<file path="src/rtl/seq_shift_add_mult.sv">
// Sequential shift-add multiplier with a generic operand width and per-operation
// signed/unsigned mode. Each multiplier bit takes one combined add+shift cycle.
// Signed operands are reduced to magnitudes on capture, and the product sign is
// re-applied in a single finish cycle. Result holds until the next completion.
module seq_shift_add_mult #(
    parameter int WIDTH = 8
) (
    input  logic                 Clk,
    input  logic                 Rst_n,
    input  logic                 St,
    input  logic                 Sgn,
    input  logic [WIDTH-1:0]     Mplier,
    input  logic [WIDTH-1:0]     Mcand,
    output logic                 Busy,
    output logic                 Done,
    output logic [2*WIDTH-1:0]   Result
);

    localparam int PW    = 2 * WIDTH;
    localparam int CNT_W = (WIDTH > 2) ? $clog2(WIDTH) : 1;
    localparam logic [CNT_W-1:0] LAST_CNT = CNT_W'(WIDTH - 1);

    typedef enum logic [1:0] {
        IDLE = 2'd0,
        RUN  = 2'd1,
        FIN  = 2'd2
    } state_t;

    state_t             state;
    state_t             state_nxt;

    // acc[2W:W] is the running partial product (one spare bit for the carry),
    // acc[W-1:0] starts as the multiplier magnitude and is shifted out LSB first.
    logic [PW:0]        acc;
    logic [WIDTH-1:0]   mcand_mag;
    logic               neg;
    logic [CNT_W-1:0]   cnt;
    logic [WIDTH:0]     sum;

    // Magnitude of an operand; -2^(W-1) maps to 2^(W-1), which still fits unsigned.
    function automatic logic [WIDTH-1:0] mag(input logic [WIDTH-1:0] v, input logic sgn);
        return (sgn && v[WIDTH-1]) ? ((~v) + WIDTH'(1)) : v;
    endfunction

    // The high part is below 2^W before every add, so W+1 bits never overflow.
    assign sum  = acc[PW:WIDTH] + {1'b0, mcand_mag};

    assign Busy = (state != IDLE);

    // State register.
    always_ff @(posedge Clk or negedge Rst_n) begin
        if (!Rst_n) state <= IDLE;
        else        state <= state_nxt;
    end

    // Next-state decode: St only counts in IDLE, so strobes while busy are dropped.
    always_comb begin
        state_nxt = state;
        case (state)
            IDLE:    if (St) state_nxt = RUN;
            RUN:     if (cnt == LAST_CNT) state_nxt = FIN;
            FIN:     state_nxt = IDLE;
            default: state_nxt = IDLE;
        endcase
    end

    // Datapath: operand capture on acceptance, then one add+shift per bit.
    always_ff @(posedge Clk or negedge Rst_n) begin
        if (!Rst_n) begin
            acc       <= '0;
            mcand_mag <= '0;
            neg       <= 1'b0;
            cnt       <= '0;
        end else begin
            case (state)
                IDLE: begin
                    if (St) begin
                        acc       <= {{(WIDTH + 1){1'b0}}, mag(Mplier, Sgn)};
                        mcand_mag <= mag(Mcand, Sgn);
                        neg       <= Sgn & (Mplier[WIDTH-1] ^ Mcand[WIDTH-1]);
                        cnt       <= '0;
                    end
                end
                RUN: begin
                    if (acc[0]) acc <= {1'b0, sum, acc[WIDTH-1:1]};
                    else        acc <= acc >> 1;
                    cnt <= cnt + CNT_W'(1);
                end
                default: ;
            endcase
        end
    end

    // Output registers: Result is loaded only in FIN, and Done pulses alongside it.
    // Negating a zero magnitude gives zero again, so no negative-zero can appear.
    always_ff @(posedge Clk or negedge Rst_n) begin
        if (!Rst_n) begin
            Done   <= 1'b0;
            Result <= '0;
        end else begin
            Done <= (state == FIN);
            if (state == FIN)
                Result <= neg ? ((~acc[PW-1:0]) + PW'(1)) : acc[PW-1:0];
        end
    end

endmodule
</file>
<file path="config.mk">
export PLATFORM = sky130hd
export DESIGN_NAME = seq_shift_add_mult
export DESIGN_NICKNAME = d
export VERILOG_FILES = /design/src/rtl/seq_shift_add_mult.sv
export SDC_FILE = /design/constraint.sdc
export NUM_CORES = 1
export LEC_CHECK = 0
export ABC_CLOCK_PERIOD_IN_PS = 3100
export CAP_MARGIN = 20
export CORE_MARGIN = 5
export CORE_UTILIZATION = 50
export CTS_CLUSTER_DIAMETER = 60
export DETAILED_ROUTE_END_ITERATION = 7
export HOLD_SLACK_MARGIN = 0.15
export PLACE_DENSITY = 0.75
export SLEW_MARGIN = 20
export SYNTH_ARGS = -nofsm -noshare
export SYNTH_HDL_FRONTEND = slang
export SYNTH_SLANG_ARGS = --single-unit
export TNS_END_PERCENT = 1
</file>
<file path="constraint.sdc">
create_clock -name Clk -period 3.1 [get_ports Clk]
set_input_delay 0.465 -clock Clk [delete_from_list [all_inputs] [get_ports Clk]]
set_output_delay 0.465 -clock Clk [all_outputs]
set_load 0.02 [all_outputs]
</file>
==> flow_metrics.tcl <==
set metrics [dict create \
    clk_pin_slew_ps 90 \
    core_um2 5200 \
    slew_violations 0 \
    synth_most_common_cell "dfrtp_1" \
    synth_area_leaders "dfrtp_1 43%, o21ai_0 7.3%, nand2_1 6.2%, ha_1 6.0%, xor2_1 5.8%" \
    synth-seq-cells 47 \
    syn_to_final_growth_pct 20.3 \
    status "complete, no violations" \
    initial_utilization_pct 52.3 \
    antenna-diode-count 0 \
    dr.pass1.iters 4 \
    cts_root_buf "clkbuf_8" \
    fin_skew_ps 6.73 \
    p_leak_uw 0.00145 \
    ant_nets 0 \
    crit_required_ps 2630 \
    cts_setup_buffers 0 \
    ys_types 39 \
    ir_drop_mv 0.409 \
    final-setup-viol-count 0 \
    crit_type "reg2out" \
    antenna_found_initial 0 \
    globalRouteOverflowTotal 0 \
    gp_congestion 0.973 \
    cellPowerDensity_nw_per_um2 941 \
    critPathLaunchType "register" \
    htree_levels 2 \
    die_x_um 83.8 \
    relSlewSlack_pct 43.1 \
    rows 26 \
    yosysSeqAreaShare_pct 43.2 \
    first_iter_violations 160 \
    cts_tree "done" \
    clock_sinks 47 \
    drive_gt1_share_pct 3.90 \
    wl_um 5930 \
    synth_cells 299 \
    drt_drc_violations_left 0 \
    tns_ps 0 \
    grt_pass1_wl_um 10500 \
    nets 366 \
    syn-cell-area_um2 2720 \
    die_h_um 83.8 \
    portBuffers 37 \
    hold_buffers 0 \
    postSynthAreaPerCell_um2 9.11 \
    critPathCaptureType "primary output" \
    cts_buffer_depth 2 \
    grt_start_max_net_pins 48 \
    yosysTopAreaCell "dfrtp_1" \
    regToRegSetupSlack_ps 900 \
    cts_buffers 5 \
    synthTopCellsByCount "47 x dfrtp_1, 45 x nand2_1, 40 x o21ai_0" \
    synth_edf_count 0 \
    worstPathMaxFanout 10 \
    yosys_warnings 0 \
    grt_pass1_vias 2290 \
    fin_hold_ws_ps 158 \
    final_util_pct 63.0 \
    finalHoldViolations 0 \
    dieArea_um2 7020 \
    cap_violations 0 \
    num_vias 2278 \
    post_cts_resized 0 \
    period_share_pct 73.3 \
    io_pins 38 \
    dp_hpwl_um 4460 \
    synth-async-reset-ratio_pct 100 \
    worst_hold_path_type "in2async" \
    worstMarginPinSlew_ps 852 \
    clock_latency_ps 300 \
    synth_top_area_share_pct 43.2 \
    synth_fp_nets 333 \
    fmax_ghz 0.440 \
    ys.flop_type "dfrtp_1" \
    grt_util_all_layers_pct 18.0 \
    arrival_ps 1810 \
    routedWlPerCell_um 14.7 \
    viasPerCell 5.65 \
    rsz0062_at_grt "no" \
    min_period_ps 2270 \
]
==> stage by stage <==
| step | cell area, um2 | power [uW] | setup WS [ps] | instances |
|---|---|---|---|---|
| CTS | 3280 | 3100 | 845 | 403 |
| floorplan | 2720 | 2100 | 1120 | 299 |
| global route | 3280 | 3360 | 710 | 403 |
| global placement | 3140 | 2500 | 987 | 395 |
| detailed placement | 3140 | 2560 | 930 | 395 |
| finish | 3280 | 3080 | 829 | 403 |
==> flip-flops by register name, indices dropped and copies added, names as in the netlist <==
name       flops
state          2
Done           1
mcand_mag      8
Result        16
acc           16
neg            1
cnt            3
==> cell families (layout without fill, tap and decap cells) <==
group           after synthesis  count (layout)  synth area share, %
buf+inv                      28              62                 3.86
flops                        47              47                 43.2
compound gates               91              91                 20.9
xor+xnor                     29              29                 9.32
fa+ha+maj                    14              14                 6.71
mux                           6               6                 2.20
simple gates                 84              84                 13.8
==> metal layers <==
| layer | vias up | GRT usage [%] | share of wire [%] |
|---|---|---|---|
| met4 | 0 | 4.53 | 0.71 |
| met2 | 60 | 29.8 | 47 |
| met1 | 1074 | 24.0 | 46 |
| met3 | 6 | 3.65 | 5.7 |
| met5 | - | 0 | 0 |
| li1 | 1138 | - | - |
==> layout make-up <==
| cell class | count | area (um2) |
|---|---|---|
| clock buffers | 5 | 68.8 |
| repair buffers | 38 | 375 |
| fillers | 464 | 1930 |
| clock inverters | 3 | 67.6 |
| multi-input cells | 224 | 1440 |
| inverters | 16 | 60.1 |
| flip-flops and latches | 47 | 1180 |
| well taps | 70 | 87.6 |
==> cell usage in the layout, fill, tap and decap left out, types with 3 or more instances in the layout <==
master / count
clkbuf_8: 5
a32oi_1: 4
nor2_1: 12
a21oi_1: 14
o41ai_1: 3
nand3_1: 7
nor3_1: 6
a31oi_1: 5
o21ai_0: 40
xor2_1: 18
o31ai_1: 3
xnor2_1: 11
ha_1: 13
mux2i_1: 6
clkdlybuf4s50_1: 36
dfrtp_1: 47
inv_1: 13
clkinv_1: 3
nand2_1: 45
o22ai_1: 8
and3_1: 3
==> worst paths after layout <==
kind / from / cells past startpoint / to
worst max-delay path: state[1] / 3 / Busy
worst min-delay path: Rst_n / 1 / Result[6]
worst max register to register: acc[8] / 7 / acc[13]
worst min register to register: Result[1] / 2 / Result[1]
max in group asynchronous: Rst_n / 1 / state[0]
min in group Clk: Result[1] / 2 / Result[1]
==> critical path, stage by stage (launching register included) <==
cell and delay (ps):
dfrtp_1 460, clkinv_1 300, nand2_1 150, clkdlybuf4s50_1 610
==> report_power, final <==
group	internal [uW]	total, uW	switching, uW
Sequential	865	1170	304
Combinational	642	1390	744
Clock	321	528	207
Total	1830	3080	1250
Note: power is estimated with default switching activity, not from simulation.
